[src/rtl/bru_pkg.sv]
// Shared types and constants for the branch resolve unit: condition codes,
// the 2-bit saturating counter type and its update rule.
package bru_pkg;

    typedef enum logic [2:0] {
        COND_NONE = 3'd0,
        COND_BEQ  = 3'd1,
        COND_BNE  = 3'd2,
        COND_BLT  = 3'd3,
        COND_BGE  = 3'd4,
        COND_BLE  = 3'd5,
        COND_JAL  = 3'd6,
        COND_BGT  = 3'd7
    } cond_e;

    typedef logic [1:0] cnt_t;

    localparam cnt_t CNT_INIT_DEFAULT = 2'b01;
    localparam int   PC_INCR          = 4;

    // Counter path 00 <-> 01 <-> 10 <-> 11, saturating at both ends.
    function automatic cnt_t sat_update(input cnt_t cnt, input logic taken);
        if (taken)
            return (cnt == 2'b11) ? cnt : cnt + 2'b01;
        else
            return (cnt == 2'b00) ? cnt : cnt - 2'b01;
    endfunction

endpackage

[src/rtl/branch_resolve_unit_if.sv]
// Fetch-side prediction and EX-side resolution signals of the branch resolve unit.
// Perf counter outputs exist only when BRU_PERF_COUNTERS_EN is defined.
interface branch_resolve_unit_if #(
    parameter int PC_W = 32
);
    logic [PC_W-1:0] fetch_pc;
    logic            pred_taken;
    logic            ex_valid;
    logic [2:0]      ex_cond;
    logic [PC_W-1:0] ex_pc;
    logic            ex_pred_taken;
    logic [PC_W-1:0] ex_target;
    logic            zero;
    logic            less;
    logic            branch_taken;
    logic            flush;
    logic [PC_W-1:0] redirect_pc;
`ifdef BRU_PERF_COUNTERS_EN
    logic [31:0]     perf_branches;
    logic [31:0]     perf_mispredicts;
`endif

    modport master (
        output fetch_pc, ex_valid, ex_cond, ex_pc, ex_pred_taken, ex_target, zero, less,
        input  pred_taken, branch_taken, flush, redirect_pc
`ifdef BRU_PERF_COUNTERS_EN
        , perf_branches, perf_mispredicts
`endif
    );

    modport slave (
        input  fetch_pc, ex_valid, ex_cond, ex_pc, ex_pred_taken, ex_target, zero, less,
        output pred_taken, branch_taken, flush, redirect_pc
`ifdef BRU_PERF_COUNTERS_EN
        , perf_branches, perf_mispredicts
`endif
    );

endinterface

[src/rtl/bht_counter_table.sv]
// Direct-mapped, untagged table of 2-bit saturating counters with one
// combinational read port and one registered update port (no bypass).
module bht_counter_table
    import bru_pkg::*;
#(
    parameter int   PC_W      = 32,
    parameter int   BHT_DEPTH = 64,
    parameter int   IDX_LSB   = 2,
    parameter cnt_t CNT_INIT  = CNT_INIT_DEFAULT
) (
    input  logic            clk,
    input  logic            reset,
    input  logic [PC_W-1:0] rd_pc,
    output logic            rd_taken,
    input  logic            wr_en,
    input  logic [PC_W-1:0] wr_pc,
    input  logic            wr_taken
);
    localparam int IDX_W = $clog2(BHT_DEPTH);

    logic [IDX_W-1:0] rd_idx;
    logic [IDX_W-1:0] wr_idx;
    cnt_t             table_q [BHT_DEPTH];
    logic             unused_pc_bits;

    assign rd_idx   = rd_pc[IDX_LSB +: IDX_W];
    assign wr_idx   = wr_pc[IDX_LSB +: IDX_W];
    assign rd_taken = table_q[rd_idx][1];

    // Only the index field of each PC matters; the rest is deliberately ignored.
    assign unused_pc_bits = ^{rd_pc, wr_pc};

    // NOTE: the table must come up as CNT_INIT, so every entry is reset here;
    // this costs a reset mux per bit but rules out flop-RAM mapping.
    always_ff @(posedge clk) begin
        if (reset) begin
            for (int i = 0; i < BHT_DEPTH; i++)
                table_q[i] <= CNT_INIT;
        end else if (wr_en) begin
            table_q[wr_idx] <= sat_update(table_q[wr_idx], wr_taken);
        end
    end

endmodule

[src/rtl/branch_resolve_unit.sv]
// Resolves branches/JAL in EX, trains the BHT and raises a one-cycle flush with
// redirect PC on mispredict. Optional perf counters: BRU_PERF_COUNTERS_EN.
module branch_resolve_unit
    import bru_pkg::*;
#(
    parameter int   PC_W      = 32,
    parameter int   BHT_DEPTH = 64,
    parameter int   IDX_LSB   = 2,
    parameter cnt_t CNT_INIT  = CNT_INIT_DEFAULT
) (
    input logic                  clk,
    input logic                  reset,
    branch_resolve_unit_if.slave bus
);
    cond_e           cond;
    logic            cond_true;
    logic            taken;
    logic            ev;
    logic            mis;
    logic            flush_q;
    logic [PC_W-1:0] redirect_q;

    assign cond = cond_e'(bus.ex_cond);

    // NOTE: the default assignment before the case keeps this purely
    // combinational; without it a missed arm would infer a latch.
    always_comb begin
        cond_true = 1'b0;
        case (cond)
            COND_BEQ: cond_true = bus.zero;
            COND_BNE: cond_true = ~bus.zero;
            COND_BLT: cond_true = bus.less;
            COND_BGE: cond_true = ~bus.less;
            COND_BLE: cond_true = bus.less | bus.zero;
            COND_BGT: cond_true = ~bus.less & ~bus.zero;
            COND_JAL: cond_true = 1'b1;
            default:  cond_true = 1'b0;
        endcase
    end

    assign taken = bus.ex_valid & cond_true;

    // The op in EX during a flush is wrong-path: no training, no second flush.
    assign ev  = bus.ex_valid & ~flush_q & (cond != COND_NONE);
    assign mis = ev & (taken != bus.ex_pred_taken);

    // NOTE: state registers use non-blocking assignments so every flop samples
    // pre-edge values regardless of statement order.
    always_ff @(posedge clk) begin
        if (reset) begin
            flush_q    <= 1'b0;
            redirect_q <= '0;
        end else begin
            flush_q <= mis;
            if (mis)
                redirect_q <= taken ? bus.ex_target : bus.ex_pc + PC_W'(PC_INCR);
        end
    end

    assign bus.branch_taken = taken;
    assign bus.flush        = flush_q;
    assign bus.redirect_pc  = redirect_q;

    bht_counter_table #(
        .PC_W      (PC_W),
        .BHT_DEPTH (BHT_DEPTH),
        .IDX_LSB   (IDX_LSB),
        .CNT_INIT  (CNT_INIT)
    ) u_bht (
        .clk      (clk),
        .reset    (reset),
        .rd_pc    (bus.fetch_pc),
        .rd_taken (bus.pred_taken),
        .wr_en    (ev),
        .wr_pc    (bus.ex_pc),
        .wr_taken (taken)
    );

`ifdef BRU_PERF_COUNTERS_EN
    logic [31:0] perf_br_q;
    logic [31:0] perf_mis_q;

    always_ff @(posedge clk) begin
        if (reset) begin
            perf_br_q  <= '0;
            perf_mis_q <= '0;
        end else begin
            if (ev)  perf_br_q  <= perf_br_q + 32'd1;
            if (mis) perf_mis_q <= perf_mis_q + 32'd1;
        end
    end

    assign bus.perf_branches    = perf_br_q;
    assign bus.perf_mispredicts = perf_mis_q;
`endif

endmodule

[src/flat_wrapper.sv]
// flat-port wrapper written by rule: the top's interface ports become plain ports
module branch_resolve_unit_flat import bru_pkg::*;
#(
    parameter int   PC_W      = 32,
    parameter int   BHT_DEPTH = 64,
    parameter int   IDX_LSB   = 2,
    parameter cnt_t CNT_INIT  = CNT_INIT_DEFAULT
)
  (clk, reset, bus_fetch_pc, bus_ex_valid, bus_ex_cond, bus_ex_pc, bus_ex_pred_taken, bus_ex_target, bus_zero, bus_less, bus_pred_taken, bus_branch_taken, bus_flush, bus_redirect_pc);
  branch_resolve_unit_if #(.PC_W(PC_W)) bus_i ();
  input logic clk;
  input logic reset;
  input wire logic [$bits(bus_i.fetch_pc)-1:0] bus_fetch_pc;
  input wire logic [$bits(bus_i.ex_valid)-1:0] bus_ex_valid;
  input wire logic [$bits(bus_i.ex_cond)-1:0] bus_ex_cond;
  input wire logic [$bits(bus_i.ex_pc)-1:0] bus_ex_pc;
  input wire logic [$bits(bus_i.ex_pred_taken)-1:0] bus_ex_pred_taken;
  input wire logic [$bits(bus_i.ex_target)-1:0] bus_ex_target;
  input wire logic [$bits(bus_i.zero)-1:0] bus_zero;
  input wire logic [$bits(bus_i.less)-1:0] bus_less;
  output wire logic [$bits(bus_i.pred_taken)-1:0] bus_pred_taken;
  output wire logic [$bits(bus_i.branch_taken)-1:0] bus_branch_taken;
  output wire logic [$bits(bus_i.flush)-1:0] bus_flush;
  output wire logic [$bits(bus_i.redirect_pc)-1:0] bus_redirect_pc;
  assign bus_i.fetch_pc = bus_fetch_pc;
  assign bus_i.ex_valid = bus_ex_valid;
  assign bus_i.ex_cond = bus_ex_cond;
  assign bus_i.ex_pc = bus_ex_pc;
  assign bus_i.ex_pred_taken = bus_ex_pred_taken;
  assign bus_i.ex_target = bus_ex_target;
  assign bus_i.zero = bus_zero;
  assign bus_i.less = bus_less;
  assign bus_pred_taken = bus_i.pred_taken;
  assign bus_branch_taken = bus_i.branch_taken;
  assign bus_flush = bus_i.flush;
  assign bus_redirect_pc = bus_i.redirect_pc;
  branch_resolve_unit #(.PC_W(PC_W), .BHT_DEPTH(BHT_DEPTH), .IDX_LSB(IDX_LSB), .CNT_INIT(CNT_INIT)) u_core (.clk(clk), .reset(reset), .bus(bus_i));
endmodule
[config.mk]
export PLATFORM = sky130hd
export DESIGN_NAME = branch_resolve_unit_flat
export DESIGN_NICKNAME = d
export VERILOG_FILES = /design/src/rtl/bru_pkg.sv /design/src/rtl/branch_resolve_unit_if.sv /design/src/rtl/bht_counter_table.sv /design/src/rtl/branch_resolve_unit.sv /design/src/flat_wrapper.sv
export SDC_FILE = /design/constraint.sdc
export NUM_CORES = 1
export LEC_CHECK = 0
export CAP_MARGIN = 15
export CORE_ASPECT_RATIO = 1.1
export CORE_MARGIN = 8
export CORE_UTILIZATION = 49
export CTS_CLUSTER_DIAMETER = 60
export DETAILED_ROUTE_END_ITERATION = 7
export GPL_ROUTABILITY_DRIVEN = 0
export PLACE_DENSITY = 0.77
export RECOVER_POWER = 50
export SLEW_MARGIN = 15
export SYNTH_ARGS = -nofsm -noshare
export SYNTH_HDL_FRONTEND = slang
export SYNTH_SLANG_ARGS = --single-unit
[constraint.sdc]
create_clock -name clk -period 2.75 [get_ports clk]
set_input_delay 0.4125 -clock clk [delete_from_list [all_inputs] [get_ports clk]]
set_output_delay 0.4125 -clock clk [all_outputs]
set_load 0.01 [all_outputs]
* Yosys cells after proc, flatten, opt, wreduce, memory -nomap -nowiden
Memory sizes are Yosys's and may differ from the RTL's.
Cells that the tools add are included.
** Storage, ports and cells
- Memory bits (writable) :: 128
- Memories :: 1
- Register bits :: 33
- Input bits :: 105
** Operators by class
- Muxes and demuxes :: 15
- Bitwise logic cells :: 9
- Reduce and logical (&&, ||, !) cells :: 3
- Equality and inequality tests :: 9
- $add $sub $neg :: 3
** Memories
- u_core.u_bht.table_q :: words 64, width 2, read ports 2, clocked after Yosys merged registers in 0, write ports 64, line bht_counter_table.sv:23 : cnt_t table_q [BHT_DEPTH];
** Operator list (number)
- $add A32 B3 Y32 const B :: 1
- $mux W32 :: 1
- $eq A3 B3 Y1 const B :: 4
- $mux W2 :: 6
- $pmux W1 S7 :: 1
- $eq A3 B2 Y1 const B :: 2
- $mux W1 :: 6
- $mux W6 :: 1
- $and A1 B1 Y1 :: 5
- $eq A3 B1 Y1 const B :: 1
- $not A1 Y1 :: 3
- $reduce_bool A3 Y1 :: 1
- $add A2 B1 Y2 const B :: 1
- $eq A2 B2 Y1 const B :: 1
- $logic_not A2 Y1 :: 1
- $reduce_or A2 Y1 :: 1
- $sub A2 B1 Y2 const B :: 1
- $ne A1 B1 Y1 :: 1
- $or A1 B1 Y1 :: 1

* Longest topological paths before layout
- Depth in word-level cells :: 8
- Depth in mapped cells :: 12
- Mapped depth without buffers :: 8

* Cells and area by module
From an unflattened synthesis, not the netlist that was laid out.
** Unflattened totals
- Cells, all modules :: 930
- Area, all modules :: 9631.7 um^2
** Modules (own cells, without submodules)
- bht_counter_table :: cells each 625, seq. area each 3843.7 um^2, times used 1, area each 7086.8 um^2
- branch_resolve_unit :: cells each 305, seq. area each 660.6 um^2, times used 1, area each 2544.9 um^2

* Worst setup path before layout
Ideal clock, no wire load.
- Kind :: in2out
- From :: in bus_fetch_pc[2]
- To :: out bus_pred_taken
- Arrival :: 2430 ps
- Setup slack :: -93 ps
- Stages on the path :: 6
- Buffers on the path :: 2
- Data required time :: 2338 ps
- Cell sequence :: clkbuf_1 -> buf_2 -> mux4_2 -> mux4_2 -> a211oi_1 -> a21oi_1
** On the way
- Word-level cells in the longest chain between the ends :: 1
** Ends and longest elaborated chain
- from (decl) :: line flat_wrapper.sv:13 : input wire logic [$bits(bus_i.fetch_pc)-1:0] bus_fetch_pc;
- $mem_v2 Z64 W2
- to (decl) :: line flat_wrapper.sv:21 : output wire logic [$bits(bus_i.pred_taken)-1:0] bus_pred_taken;
Every way passes these cells.

==> results.py <==
metrics = {
    "status": {
        "run_status": "finished, violations left",
        "failed_checks": "negative setup slack",
    },
    "logic_synthesis": {
        "synth-main-ff-cell": "edfxtp_1",
        "synthDominantCellAreaShare_pct": 42.3,
        "yosys_register_bits": 161,
        "synthesis.area_sq_um": 9090,
        "number_of_flops_mapped_to_enable_cells_by_yosys": 128,
        "total_nets_after_synthesis": 992,
        "ys_seq_area_share_pct": 49.6,
        "synth.yosys.warnings": 0,
        "syn_inst": 886,
        "synthArstFlopShare_pct": 0,
        "cell_type_with_the_highest_aggregate_area_in_the_netlist": "edfxtp_1",
        "syn_avg_cell_area_sq_um": 10.3,
        "post_synth_main_area_contributors": "edfxtp_1 (42%), dfxtp_1 (7.3%), mux2i_1 (7.2%)",
        "synth_cell_type_count": 55,
    },
    "hold_path": {
        "min-delay-start": "u_core.bus.redirect_pc[14]",
        "min_delay_path_depth": 2,
        "hold_path_end": "u_core.bus.redirect_pc[14]",
        "timing.hold.worst.class": "flop to flop",
    },
    "placement": {
        "placement.io_buffers": 113,
        "place_hpwl_um": 20000,
    },
    "timing": {
        "period_share_pct": 101,
        "final_critical_path_setup_slack_ps": -28.5,
        "tightestPinTransition_ps": 746,
        "slew-limit-headroom_pct": 49.9,
        "grt_setup_unrepaired": "true",
        "tns_ps": -28.5,
        "hold_viol": 0,
        "clock-skew-final_ps": 11.6,
        "final_max_slew_viol_count": 0,
        "fmaxAchievable_ghz": 0.360,
        "setup_viol": 1,
        "fin_crit_ps": 2780,
    },
    "clock_network": {
        "hold_buffers": 0,
        "tritoncts.num_buffers": 17,
        "cts.sink_count": 161,
        "htreeDepth": 4,
        "cts_tree": "yes",
        "clock_tree.root_cell": "clkbuf_16",
        "clockBufferDepth": 2,
        "clock_insertion_delay_worst_skew_ps": 430,
        "cts.reportedPaths.clkPinSlew_ps": 60,
    },
    "floorplanning": {
        "die-height_um": 159,
        "fp.coreArea_sq_um": 18300,
        "ioPinCount": 140,
        "initial_utilization_pct": 49.7,
        "die_area_sq_um": 23200,
        "die-width_um": 146,
        "num_rows": 52,
    },
    "finish": {
        "nets": 1154,
        "final_layout_size_suffix_gt1_share_pct": 17.7,
        "final_common_cell": "edfxtp_1",
        "layout-area-overhead-vs-synth_pct": 29.5,
        "antenna_cells": 0,
        "layout.cells.most_common_list": "edfxtp_1 (128), nand2_1 (107), buf_4 (90)",
    },
    "critical_path": {
        "worstPathRequired_ps": 2340,
        "crit_path_max_fanout": 2,
        "path_cells": "mux4_2 -> mux4_2 -> nor2b_1 -> a211oi_2 -> a21oi_1 -> buf_2",
        "critical_path_buf_inv_count": 1,
        "cp_top_family": "multiplexers",
        "worst_r2r_startpoint": "u_core.u_bht.table_q[57][0]",
        "crit_path_max_incr_delay_ps": 480,
        "worst-setup-path-type": "flop to primary output",
        "worst_setup_path_start_kind": "flop",
        "worst_r2r_endpoint": "u_core.u_bht.table_q[49][1]",
        "path_common_cell": "mux4_2",
        "worst_r2r_path_depth": 9,
        "worst_ep_arrival_time_ps": 2370,
        "setup.reg_to_reg.worst_slack_ps": 260,
        "critical_path.endpoint_type": "primary output",
        "crit_path_top_delay_cell": "mux4_2",
        "cp.depth": 6,
    },
    "route": {
        "first_pass_iters": 5,
        "post_dr_wirelength_cell_um": 22.0,
        "drt_initial_violations": 918,
        "dr_total_vias": 8194,
        "postRouteAntennaNets": 0,
        "drt-vias-per-instance": 6.29,
        "route.detailed.drc": 0,
        "routed_wl_um": 28700,
    },
    "power_and_ir_drop": {
        "post-layout-total-power_mw": 6.26,
        "power_density_nw_per_um2": 532,
        "leakage_nw": 4.18,
        "vdd_ir_drop_max_mv": 0.421,
    },
    "flow_run": {
        "cap_viol_max_count": 0,
    },
    "grt": {
        "overflow": 0,
        "vias_in_the_first_global_route": 8183,
        "top_usage_layer_grt": "met2",
        "antenna_found_initial": 2,
        "grt_first_pass_wirelength_um": 44100,
        "grt_util_all_layers_pct": 24.1,
        "grt_start_max_net_pins": 65,
        "grt_util_met1_pct": 28.3,
        "globalRouteMet2Util_pct": 39.5,
        "met3_usage_pct": 8.30,
    },
}
==> metrics by stage <==
step	utilization [%]	hold slack [ps]	instance area (sq um)	worst slack [ps]	instances
CTS	64.1	452	11700	-28.0	1291
floorplan	-	476	9090	0.171	886
global route	64.4	474	11800	-116	1303
global placement	60.9	436	11100	-626	1259
finish	64.4	448	11800	-28.5	1303
detailed placement	60.9	444	11100	-651	1259
==> flip-flops by register name, summed over array words and instances (netlist names) <==
| signal | count |
|---|---|
| u_core.bus.flush | 1 |
| u_core.u_bht.table_q | 128 |
| u_core.bus.redirect_pc | 32 |
==> worst max-delay path by stage <==
stage	end	slack, ps	start
final	bus_pred_taken	-30	u_core.u_bht.table_q[9][1]
after global routing	bus_pred_taken	-120	u_core.u_bht.table_q[9][1]
after CTS	bus_pred_taken	-30	u_core.u_bht.table_q[9][1]
after detailed placement	bus_pred_taken	-650	bus_fetch_pc[2]
after global placement	bus_pred_taken	-630	bus_fetch_pc[2]
after floorplan	bus_pred_taken	0.2	bus_fetch_pc[2]
==> where the power goes <==
part	switching, mW	leakage [nW]	internal [mW]
logic	0.647	2.45	0.528
registers	0.0565	1.45	2.72
clock network	0.984	0.277	1.33
==> cell type report <==
| type | instances | area (sq um) |
|---|---|---|
| fill | 1403 | 6520 |
| sequential | 161 | 4500 |
| multi-input combinational | 625 | 4150 |
| timing repair buffer | 237 | 2210 |
| clock buffer | 17 | 425 |
| tap | 243 | 304 |
| clock inverter | 14 | 140 |
| inverter | 6 | 22.5 |
==> worst register-to-register path: stages, from the launching register on <==
cell and delay [ps]:
edfxtp_1 390, mux2i_1 170, a22oi_1 130, nand3_1 160, nand4_1 250, nor4_4 430, maj3_2 370, buf_4 150
clkbuf_16 130, nor3_1 40
==> cell families (layout without fill, tap and decap cells) <==
kind of cell             after synthesis  count (layout)  synth area share [%]
multiplexers                          85              85                  12.1
adder cells (fa/ha/maj)                3               4                 0.372
buffers and inverters                101             274                  5.44
flip-flops                           161             161                  49.6
AO/OA/AOI/OAI                        158             158                  10.7
AND/OR/NAND/NOR                      350             350                  19.1
XOR/XNOR                              28              28                  2.70
==> cells in the mapped netlist, types with 4 or more instances <==
library cell / n
mux2i_1: 65
xnor2_1: 9
o21ai_0: 54
nor3_1: 59
a21oi_1: 30
nand2_1: 107
and3_1: 8
clkbuf_1: 53
buf_2: 20
inv_1: 6
buf_6: 10
edfxtp_1: 128
nor4_1: 9
buf_4: 4
dfxtp_1: 33
buf_1: 8
nand4_1: 19
nor2_1: 38
nor2b_1: 4
a22oi_1: 32
xor2_1: 19
nand3_1: 71
o211ai_1: 24
mux4_2: 20
o21ai_1: 7
and2_1: 5
==> repair_timing <==
item | 4_1_cts | 5_1_grt
pin swaps | 2 | 4
setup endpoints to repair | 1 | 127
resized for setup | 8 | 14
cloned | 0 | 4
setup buffers | 1 | 8
==> per-layer routing <==
metal | wire, um | vias to the layer above | share of wire, %
li1 | - | 3663 | -
met1 | 10300 | 3875 | 36
met2 | 13800 | 556 | 48
met3 | 3630 | 96 | 13
met4 | 1020 | 4 | 3.6
met5 | 22 | - | 0.077
Note: power is estimated with default switching activity, not from simulation.
